<file path="config.mk">
export PLATFORM = sky130hd
export DESIGN_NAME = mem_dump_tx
export DESIGN_NICKNAME = d
export VERILOG_FILES = /design/src/rtl/mem_dump_tx.sv
export SDC_FILE = /design/constraint.sdc
export NUM_CORES = 1
export LEC_CHECK = 0
export CAP_MARGIN = 40
export CELL_PAD_IN_SITES_DETAIL_PLACEMENT = 2
export CELL_PAD_IN_SITES_GLOBAL_PLACEMENT = 2
export CORE_MARGIN = 5
export CORE_UTILIZATION = 35
export CTS_CLUSTER_SIZE = 14
export DETAILED_ROUTE_END_ITERATION = 10
export GPL_TIMING_DRIVEN = 0
export HOLD_SLACK_MARGIN = 0.08
export PLACE_DENSITY_LB_ADDON = 0.1
export SYNTH_ARGS = -nofsm -noshare
export SYNTH_HDL_FRONTEND = slang
export SYNTH_SLANG_ARGS = --single-unit
export TNS_END_PERCENT = 50
</file>
<file path="constraint.sdc">
create_clock -name clk -period 3.8 [get_ports clk]
set_input_delay 0.57 -clock clk [delete_from_list [all_inputs] [get_ports clk]]
set_output_delay 0.57 -clock clk [all_outputs]
set_load 0.005 [all_outputs]
</file>
<file path="src/rtl/mem_dump_tx.sv">
// Walks a 16 x 8 synchronous RAM from address 0 to 15 and sends each byte
// as an 8N1 serial frame on tx, absorbing the RAM's one-cycle read latency.
module mem_dump_tx #(
  parameter int CLKS_PER_BIT = 434
) (
  input  logic       clk,
  input  logic       reset,
  input  logic       start,
  output logic [3:0] ra,
  input  logic [7:0] dout,
  output logic       busy,
  output logic       tx
);

  localparam int BW = $clog2(CLKS_PER_BIT);
  localparam logic [BW-1:0] BAUD_LAST = BW'(CLKS_PER_BIT - 1);

  typedef enum logic [2:0] {
    S_IDLE,
    S_FETCH,
    S_LATCH,
    S_START,
    S_DATA,
    S_STOP
  } state_t;

  state_t          state_q, state_d;
  logic [3:0]      ra_q, ra_d;
  logic [BW-1:0]   baud_q, baud_d;
  logic [2:0]      bit_q, bit_d;
  logic [7:0]      shift_q, shift_d;
  logic            tx_q, tx_d;
  logic            bit_done;

  always_ff @(posedge clk) begin
    if (reset) begin
      state_q <= S_IDLE;
      ra_q    <= '0;
      baud_q  <= '0;
      bit_q   <= '0;
      shift_q <= '0;
      tx_q    <= 1'b1;
    end else begin
      state_q <= state_d;
      ra_q    <= ra_d;
      baud_q  <= baud_d;
      bit_q   <= bit_d;
      shift_q <= shift_d;
      tx_q    <= tx_d;
    end
  end

  always_comb begin
    state_d  = state_q;
    ra_d     = ra_q;
    bit_d    = bit_q;
    shift_d  = shift_q;
    baud_d   = '0;
    bit_done = (baud_q == BAUD_LAST);

    case (state_q)
      S_IDLE: begin
        if (start) begin
          ra_d    = '0;
          state_d = S_FETCH;
        end
      end
      S_FETCH: begin
        state_d = S_LATCH;
      end
      S_LATCH: begin
        shift_d = dout;
        bit_d   = '0;
        state_d = S_START;
      end
      S_START: begin
        if (bit_done) begin
          state_d = S_DATA;
        end else begin
          baud_d = baud_q + BW'(1);
        end
      end
      S_DATA: begin
        if (bit_done) begin
          shift_d = shift_q >> 1;
          if (bit_q == 3'd7) begin
            state_d = S_STOP;
          end else begin
            bit_d = bit_q + 3'd1;
          end
        end else begin
          baud_d = baud_q + BW'(1);
        end
      end
      S_STOP: begin
        // The address check precedes the increment, so ra never wraps mid-dump.
        if (bit_done) begin
          if (ra_q == 4'd15) begin
            state_d = S_IDLE;
          end else begin
            ra_d    = ra_q + 4'd1;
            state_d = S_FETCH;
          end
        end else begin
          baud_d = baud_q + BW'(1);
        end
      end
      default: begin
        state_d = S_IDLE;
      end
    endcase

    // tx is registered, so it is computed from the state being entered.
    case (state_d)
      S_START: tx_d = 1'b0;
      S_DATA:  tx_d = shift_d[0];
      default: tx_d = 1'b1;
    endcase
  end

  always_comb begin
    busy = (state_q != S_IDLE);
    ra   = ra_q;
    tx   = tx_q;
  end

endmodule

</file>
# == After elaboration in Yosys (flattened, before gate mapping) ==
# Cells that the tools add are included.
# word_totals
output_inout_bits,6
ff_bits,28
inputBits,11
word_cells,52
# op_classes
reduce_logical,9
n_mux,17
n_eq_ne,15
add_sub_neg,3
bitwise_logic,1
# ops
operator,count
$mux 3,7
$pmux 3 s6,1
$pmux 8 s2,1
$eq 3x3->1 const B,4
$mux 4,3
$ne 2x2->1 const B,5
$add 9x1->9 const B,1
$eq 3x2->1 const B,3
$eq 9x9->1 const B,1
$mux 8,1
$pmux 4 s2,1
$pmux 3 s2,1
$reduce_or 3->1,2
$add 4x1->4 const B,1
$eq 4x4->1 const B,1
$reduce_and 4->1,1
$reduce_bool 2->1,2
$add 3x1->3 const B,1
$eq 3x1->1 const B,1
$logic_not 3->1,1
$reduce_and 3->1,1
$reduce_bool 3->1,1
$pmux 1 s2,1
$reduce_and 2->1,1
2 further kinds,2

# == Logic depth before layout (Yosys ltp) ==
# Gate-level depths: netlist of the first run.
# depth
word_depth,6
depth_mapped,7
ltp_nobuf,7

# == Worst setup path after synthesis of the first run ==
# No wires, ideal clock.
# synth_timing
path_kind,flip-flop to flip-flop
from,register baud_q[0]
to,"register ra_q[3], in the netlist ra[3]"
path_slack_ns,2.187
setup_ns,0.070
arrival_time_ns,1.544
path_stages_with_launch,7
t_required_ns,3.730
n_path_buf,0
cell_sequence,dfxtp_1 -> ha_1 -> and4b_2 -> and3_4 -> a31oi_4 -> or3_1 -> a21oi_1
# synth_between
elab_chain_len,3
# synth_lines
item,line,rtl
start: declaration,29,"logic [BW-1:0] baud_q, baud_d;"
start signal: assignment,46,baud_q <= baud_d;
$eq 9x9->1,59,bit_done = (baud_q == BAUD_LAST);
$ne 2x2->1 (no source line),n/a,
$reduce_and 4->1 (no source line),n/a,
end signal: assignment,45,ra_q <= ra_d;
end: declaration,28,"logic [3:0] ra_q, ra_d;"
# Every way passes these cells.
# A chain may end at the register's enable or synchronous reset.

# == Worst setup path after layout of the first run ==
# layout_timing
from,register state_q[0]
to,output port busy
# layout_between
elab_chain_len,1
# layout_lines
item,line,rtl
start: declaration,27,"state_t state_q, state_d;"
start signal: assignment,44,state_q <= state_d;
$reduce_bool 3->1,122,busy = (state_q != S_IDLE);
end: declaration,11,"output logic busy,"
# Every way passes these cells.

==> results of run 1 <==
## per-stage QoR
step	hold slack, ns	power [W]
after floorplan	0.436	0.000358
after global placement	0.441	0.000384
after detailed placement	0.454	0.000388
after CTS	0.468	0.000553
after global routing	0.493	0.000573
final	0.466	0.000540
## cell families after synthesis
family / Yosys count / share of synthesized area, %
AO/OA/AOI/OAI: 34 / 18.0
XOR/XNOR: 8 / 5.36
adder cells (fa/ha/maj): 5 / 4.78
buffers and inverters: 10 / 3.73
flip-flops: 28 / 42.9
AND/OR/NAND/NOR: 61 / 25.3
## cell usage in the layout, fill, tap and decap left out, types with 2 or more instances in the layout
cell and count:
a21oi_1 15, a22oi_1 8, and3_1 3, buf_2 3
clkbuf_1 3, clkbuf_8 3, clkdlybuf4s50_1 15, dfxtp_1 28
ha_1 5, inv_1 3, nand2_1 12, nand3_1 6
nor2_1 19, nor2b_1 3, nor3b_1 2, o21ai_0 3
or3_1 4, xnor2_1 5, xor2_1 3
## state kept, by name, summed over array words and instances (netlist names)
signal and cells:
baud_q 9, bit_q 3, ra 4, shift_q 8, state_q 3, tx 1
## report_power, final
| group | internal, W | switching (W) | total [W] |
|---|---|---|---|
| combinational | 0.0000349 | 0.0000347 | 0.0000696 |
| sequential | 0.000303 | 0.00000615 | 0.000309 |
| clock | 0.0000713 | 0.0000902 | 0.000162 |
## worst reg2reg max path, stage by stage, from the launching register on
cell and delay [ns]:
dfxtp_1 0.39, inv_1 0.07, ha_1 0.17, and4b_2 0.25, and2_1 0.19, or3_1 0.34
buf_2 0.18, nor2b_1 0.15
## final timing paths
| kind | from | end | cells past startpoint |
|---|---|---|---|
| setup / recovery | state_q[0]$_SDFF_PP0_ | busy | 3 |
| hold / removal | shift_q[4]$_SDFFE_PP0P_ | shift_q[4]$_SDFFE_PP0P_ | 2 |
| setup reg to reg | baud_q[1]$_SDFF_PP0_ | baud_q[5]$_SDFF_PP0_ | 7 |
| hold reg to reg | shift_q[4]$_SDFFE_PP0P_ | shift_q[4]$_SDFFE_PP0P_ | 2 |
## metal layers
layer	routed length, um	vias up
met5	0	-
met4	51	0
met3	109	7
met2	1680	22
met1	1390	544
li1	-	552
## layout make-up
| type | count | area [sq um] |
|---|---|---|
| Buffer | 7 | 37.5 |
| Tap cell | 48 | 60.1 |
| Timing Repair Buffer | 15 | 150 |
| Multi-Input combinational cell | 108 | 698 |
| Clock buffer | 3 | 41.3 |
| Sequential cell | 28 | 561 |
| Inverter | 3 | 11.3 |
| Fill cell | 426 | 2070 |
==> metrics, run 1 <==
status=complete, no violations; ranking of synthesized cells by area=dfxtp_1 (43%), a21oi_1 (5.7%), nor2_1 (5.5%); Ant. Diodes=0; Leakage=roughly 0.55 nW; Sink Count=28; CP Max Fanout=10; Clk Latency, worst-skew pair=0.27 ns; Reg2Reg Setup Slack=1.99 ns; Max VDD drop=0.205 mV; cell family with most CP delay=buffers and inverters; Final Hold Viols=0; top-count cell post-synth=dfxtp_1; Post-synth top cells=dfxtp_1 (28), nor2_1 (19), a21oi_1 (15); Post-Route WL=about 3.2 mm; overall routing resource usage=14.1%; Die ar.=0.00506 sq mm; Initial Util=36.0%; Synth Register Bits=28; Mapped Area=0.00131 sq mm; top-area cell type share of the netlist area=42.9%; Die Span Y=approximately 71 um; largest area contributor in the netlist=dfxtp_1; initial DRC count=between 40 and 50; row count=22; RSZ-0062 raised after global routing=false; normalized max-slew margin=68.3%; Crit path buffers/inverters=2; final number of max-transition violations=0; cts hold-fix bufs=0; Clock Skews=0.00389 ns; share of cells above drive strength 1=9.15%; Setup CP Type=reg -> out; Core ar.=0.00363 sq mm; met1 usage=between 10% and 20%; Tmin final=around 2.1 ns; Top FF cell, synth=dfxtp_1; root buf cell=clkbuf_8; placer congestion estimate=around 0.76; Synth Warn #=0; Die Wd=71.1 um; critical path endpoint category=output pin; Post-Syn Instances=approximately 150; critical-path cell list=buf_6 > or3_1 > clkdlybuf4s50_1; Layout Utilization=42.9%; syn nets=162; Num CTS Buffers=3; crit path launch type=flip-flop; final setup vio count=0; antenna violations before repair=0; # H-tree levels=1; Syn-to-layout area delta=19.2%; first-pass GRT wire length=5.74 mm; fmax=0.475 GHz; Post-synth EDFFs=0; PostCTS Resize Cnt=0; Post-Layout Cell Count=212; number of vias per cell=5.31; HP Class=reg -> reg; Placement Setup Slack=~1.8 ns; IO Pins=17; DRT Pass-1 Iters=4; DR vias=1125; Finished Cell Area=0.00156 sq mm; syn_area_per_cell=8.96 sq um; Tcrit/Tclk final=55.4%; CTS tree=built; DRC=0; Worst Tran Pin Value=0.476 ns; Routed WL per cell=15.2 um; met3 usage=2.98%; Final ANT Viol Nets=0; Final #Nets=around 180; async set-reset flop share out of synthesis=0%; met2 Track Usage GR=25.2%; layer with the highest usage=met2; largest net degree at the start of global routing=15; CP required=3.23 ns; Max Buffers Root-to-Sink=2; Placed Cells=209; overflow left after global routing=0; vias in the first global route=1225; sequential element share of the synthesized area=roughly 43%; Sum Neg Setup Slack=0 ns; PwrDens=347 mW/mm^2; clk slew on worst S/H paths=approximately 0.090 ns; number of port buffers=15; synth unique cells=38; dpl cell area=0.00152 sq mm; Setup WS post-layout=between 1.5 and 2 ns; CP max-delay cell=clkdlybuf4s50_1; Critical Path AT=1.53 ns; MaxCap Viol Count=0; CP peak stage delay=0.46 ns; # Post-CTS Setup Buffers=0; Detail Placement HPWL=2.55 mm
Power figures use the tool's default switching activity.
==> inputs of run 2 (changes only) <==
--- a/config.mk
+++ b/config.mk
@@ -9,7 +9,7 @@
 export CELL_PAD_IN_SITES_DETAIL_PLACEMENT = 2
 export CELL_PAD_IN_SITES_GLOBAL_PLACEMENT = 2
 export CORE_MARGIN = 5
-export CORE_UTILIZATION = 35
+export CORE_UTILIZATION = 33
 export CTS_CLUSTER_SIZE = 14
 export DETAILED_ROUTE_END_ITERATION = 10
 export GPL_TIMING_DRIVEN = 0
==> constraint.sdc (replaced) <==
create_clock -name clk -period 2.1 [get_ports clk]
set_input_delay 0.315 -clock clk [delete_from_list [all_inputs] [get_ports clk]]
set_output_delay 0.315 -clock clk [all_outputs]
set_load 0.005 [all_outputs]
==> run 2 against run 1 <==
Against the previous run: sequential power grew 81%; sequential share of layout area shrank 0.31 points; power grew 88%; combinational power grew 84%; die area grew 5.2%; highest routed layer unchanged.
==> metrics, run 2 (same netlist as run 1, synthesis figures left out) <==
status=complete, no violations; root buf cell=clkbuf_8; Setup CP Type=reg -> out; Post-Route WL=3.17 mm; Max VDD drop=about 0.25 mV; initial DRC count=29; CTS tree=built; final setup vio count=0; normalized max-slew margin=65.9%; first-pass GRT wire length=around 5.4 mm; Detail Placement HPWL=2.45 mm; Final Hold Viols=0; cts hold-fix bufs=0; placer congestion estimate=~0.75; number of vias per cell=approximately 5.2; total chip power=0.00101 W; Tcrit/Tclk final=87.3%; antenna violations before repair=0; commonest non-fill, non-tap cell in the layout=dfxtp_1; Setup crit end=busy; DRC=0; Leakage=roughly 0.55 nW; clk slew on worst S/H paths=roughly 0.090 ns; CP required=1.78 ns; Syn-to-layout area delta=20.3%; Sum Neg Setup Slack=0 ns; Worst Tran Pin Value=0.511 ns; Final ANT Viol Nets=0; HP Class=reg -> reg; Reg2Reg Setup Slack=0.31 ns; Num CTS Buffers=3; PostCTS Resize Cnt=0; RSZ-0062 raised after global routing=false; Initial Util=roughly a third; Clock Skews=0.00520 ns; CP Max Fanout=10; Max Buffers Root-to-Sink=2; worst reg2reg path startpoint=baud_q[0]$_SDFF_PP0_; fmax=0.545 GHz; largest net degree at the start of global routing=16; Placed Cells=between 200 and 250; MaxCap Viol Count=0; Die ar.=0.00532 sq mm; DR vias=between 1000 and 1500; row count=22; Die Span Y=about 73 um; Clk Latency, worst-skew pair=0.27 ns; WHS=0.464 ns; # Post-CTS Setup Buffers=0; overflow left after global routing=0; Core ar.=roughly 0.0037 sq mm; Routed WL per cell=14.9 um; Critical Path Start=state_q[0]$_SDFF_PP0_; crit path launch type=flip-flop; final number of max-transition violations=0; Final #Nets=182; Finished Cell Area=0.00157 sq mm; Die Wd=approximately 73 um; dpl cell area=0.00152 sq mm; # H-tree levels=1; share of cells above drive strength 1=9.70%; Critical Path AT=1.52 ns; critical path endpoint category=output pin; Worst R2R Path Depth=6; Largest Register=baud_q; most frequent cells in the layout=dfxtp_1 (28), nor2_1 (19), a21oi_1 (15), clkdlybuf4s50_1 (15), nand2_1 (12); Sink Count=28; Post-Layout Cell Count=213; vias in the first global route=between 1000 and 1500; DRT Pass-1 Iters=4; number of port buffers=15; max reg flops=9; IO Pins=17; Ant. Diodes=0; capturing point of the worst reg2reg path=ra[3]$_SDFFE_PP0P_; Tmin final=around 1.8 ns; overall routing resource usage=12.7%; PwrDens=645 mW/mm^2
[run 2: how the worst min path moves through the flow]
stage                                  startpoint  slack, ns                 endpoint  cells past startpoint
after floorplan           shift_q[2]$_SDFFE_PP0P_       0.44  shift_q[2]$_SDFFE_PP0P_                      2
after global placement    shift_q[2]$_SDFFE_PP0P_       0.44  shift_q[2]$_SDFFE_PP0P_                      2
after detailed placement  shift_q[6]$_SDFFE_PP0P_       0.45  shift_q[6]$_SDFFE_PP0P_                      2
after CTS                 shift_q[6]$_SDFFE_PP0P_       0.47  shift_q[6]$_SDFFE_PP0P_                      2
after global routing      shift_q[4]$_SDFFE_PP0P_       0.48  shift_q[4]$_SDFFE_PP0P_                      2
final                     shift_q[6]$_SDFFE_PP0P_       0.46  shift_q[6]$_SDFFE_PP0P_                      2
[run 2: where the power goes]
group / internal (W) / switching, W / leakage [nW]
combinational: 0.0000632 / 0.0000646 / 0.297
sequential: 0.000548 / 0.0000104 / 0.227
clock: 0.000168 / 0.000161 / 0.0288
[run 2: per-layer routing]
layer	GRT usage (%)	up-vias	routed length, um
met5	0	-	0
li1	-	559	-
met3	2.48	2	99
met1	16.1	533	1470
met2	21.6	11	1580
met4	4.10	0	17
[run 2: cell type report]
cell class	count	area, sq um
clock buffer	4	55.1
tap	48	60.1
inverter	3	11.3
multi-input combinational	108	698
fill	425	2170
sequential	28	561
timing repair buffer	15	150
buffer	7	37.5
[run 2: critical path, stage by stage (launching register included)]
cell	delay, ns
dfxtp_1	0.32
buf_6	0.13
or3_1	0.34
clkdlybuf4s50_1	0.46
[run 2: through the flow]
stage                     setup WS [ns]  utilization [%]
after floorplan                   0.487                -
after global placement            0.344             40.5
after detailed placement          0.284             40.5
after CTS                         0.249             42.0
after global routing              0.136             42.0
final                             0.266             42.0
==> inputs of run 3 (changes only) <==
--- a/config.mk
+++ b/config.mk
@@ -9,7 +9,7 @@
 export CELL_PAD_IN_SITES_DETAIL_PLACEMENT = 2
 export CELL_PAD_IN_SITES_GLOBAL_PLACEMENT = 2
 export CORE_MARGIN = 5
-export CORE_UTILIZATION = 33
+export CORE_UTILIZATION = 29
 export CTS_CLUSTER_SIZE = 14
 export DETAILED_ROUTE_END_ITERATION = 10
 export GPL_TIMING_DRIVEN = 0
==> constraint.sdc (replaced) <==
create_clock -name clk -period 1.58 [get_ports clk]
set_input_delay 0.237 -clock clk [delete_from_list [all_inputs] [get_ports clk]]
set_output_delay 0.237 -clock clk [all_outputs]
set_load 0.005 [all_outputs]
==> run 3 against run 2 <==
Against the previous run: the run now ends with negative setup slack left; final cell count increased by 6.1%; power grew 50%; routed wire length grew 13%; worst setup slack lost 0.33 ns; critical path depth is 4 higher; via count is 3.2% higher; hold slack worse by 0.071 ns; sequential share of layout area down 4.8 points; sequential power increased by 33%; final area up 18%; critical path type is now reg -> reg; critical endpoint is now ra[3]$_SDFFE_PP0P_.
==> metrics, run 3 (same netlist as run 1, synthesis figures left out) <==
DR vias=1140; share of cells above drive strength 1=33.9%; Reg area=573 sq um; crit path launch type=flip-flop; Final ANT Viol Nets=0; dpl cell area=0.00152 sq mm; placer congestion estimate=between 0.6 and 0.7; failing checks=negative setup slack; cts hold-fix bufs=0; commonest non-fill, non-tap cell in the layout=dfxtp_1; CTS tree=built; Tmin final=about 1.6 ns; CP peak stage delay=~0.34 ns; CP required=1.80 ns; Largest Register=baud_q; Max VDD drop=0.367 mV; Die Wd=77.1 um; Core ar.=0.00435 sq mm; first-pass GRT wire length=6.27 mm; met2 Track Usage GR=between 20% and 30%; Setup WS post-layout=-0.0666 ns; Final Hold Viols=0; Post-Route WL=between 3 and 4 mm; RSZ-0062 raised after global routing=true; Initial Util=between 30% and 40%; Detail Placement HPWL=about 2.5 mm; row count=24; Routed WL per cell=roughly 16 um; HP Class=in -> reg; critical-path cell list=inv_2 > ha_4 > and4b_2 > and3_4 > a31oi_4 > or3_1 > a21oi_1; Num CTS Buffers=3; fmax=0.607 GHz; final number of max-transition violations=0; Clk Latency, worst-skew pair=0.28 ns; vias in the first global route=1307; area of the multi-input gates=862 sq um; Die ar.=0.00595 sq mm; Reg2Reg Setup Slack=-0.07 ns; layer with the highest usage=met2; normalized max-slew margin=between 60% and 70%; CP Max Fanout=6; Crit path buffers/inverters=1; Finished Cell Area=between 0.0015 and 0.002 sq mm; Worst Tran Pin Value=~0.50 ns; max reg flops=9; Setup CP Type=reg -> reg; MaxCap Viol Count=0; Sink Count=28; # H-tree levels=1; Critical Path AT=approximately 1.9 ns; Leakage=approximately 0.63 nW; Fillers=472; Die Span Y=about 77 um; clk slew on worst S/H paths=0.10 ns; Tcrit/Tclk final=104%; met1 usage=15.1%; final setup vio count=9; number of vias per cell=5.04; number of port buffers=15; Final #Nets=191; met3 usage=under 10%; overflow left after global routing=0; status=finished, violations left; most frequent cells in the layout=dfxtp_1 (22), a21oi_1 (14), clkdlybuf4s50_1 (14), nand2_1 (12), nor2_1 (11); PwrDens=821 mW/mm^2; IO Pins=17; Syn-to-layout area delta=42.2%; Clock Skews=0.00366 ns; critical path endpoint category=flip-flop; cell family with most CP delay=simple AND/OR/NAND/NOR gates; Placement Setup Slack=-0.258 ns; root buf cell=clkbuf_8; DRT Pass-1 Iters=4; DRC=0; initial DRC count=14; antenna violations before repair=0; CP max-delay cell=dfxtp_2; overall routing resource usage=12.8%; Ant. Diodes=0; largest net degree at the start of global routing=17; Max Buffers Root-to-Sink=2
-- run 3: final cells by class --
cell class / count / share of cell area (%)
Multi-Input combinational cell: 108 / 46.4
Clock inverter: 1 / 1.62
Timing Repair Buffer: 25 / 12.5
Clock buffer: 3 / 2.22
Sequential cell: 28 / 30.8
Buffer: 6 / 2.36
Tap cell: 52 / 3.50
Inverter: 3 / 0.606
-- run 3: worst paths after layout --
| kind | from | endpoint | depth (start not counted) |
|---|---|---|---|
| max | baud_q[1]$_SDFF_PP0_ | ra[3]$_SDFFE_PP0P_ | 7 |
| min | reset | shift_q[7]$_SDFFE_PP0P_ | 2 |
| max reg2reg | baud_q[1]$_SDFF_PP0_ | ra[3]$_SDFFE_PP0P_ | 7 |
| min reg2reg | shift_q[1]$_SDFFE_PP0P_ | shift_q[1]$_SDFFE_PP0P_ | 2 |
-- run 3: what timing repair did --
action	CTS	global route
gates cloned	1	0
buffers inserted	7	2
setup endpoints to repair	26	26
pin swaps	7	10
gates resized for setup	26	27
-- run 3: layer usage --
metal  routed length, um  vias up
li1                    -      572
met1                1620      553
met2                1860       13
met3                  80        2
met4                  23        0
met5                   0        -
-- run 3: per-stage QoR --
step | utilization [%] | std cells | hold slack, ns | TNS (ns) | power [W]
floorplan | - | 146 | 0.373 | -0.00319 | 0.000861
global placement | 35.0 | 213 | 0.443 | -2.19 | 0.000926
detailed placement | 35.0 | 213 | 0.456 | -3.49 | 0.000933
CTS | 39.7 | 224 | 0.366 | -0.508 | 0.00153
global route | 42.7 | 226 | 0.443 | -1.62 | 0.00160
finish | 42.7 | 226 | 0.393 | -0.205 | 0.00153
-- run 3: report_power, final --
part	switching [W]	internal, W
logic	0.000101	0.000104
clock network	0.000239	0.000340
registers	0.0000174	0.000726
total	0.000357	0.00117
-- run 3: worst reg2reg max path, cell delays in order (launching register included) --
cell	delay (ns)
dfxtp_2	0.34
inv_2	0.06
ha_4	0.11
and4b_2	0.29
and3_4	0.23
a31oi_4	0.11
or3_1	0.34
a21oi_1	0.12
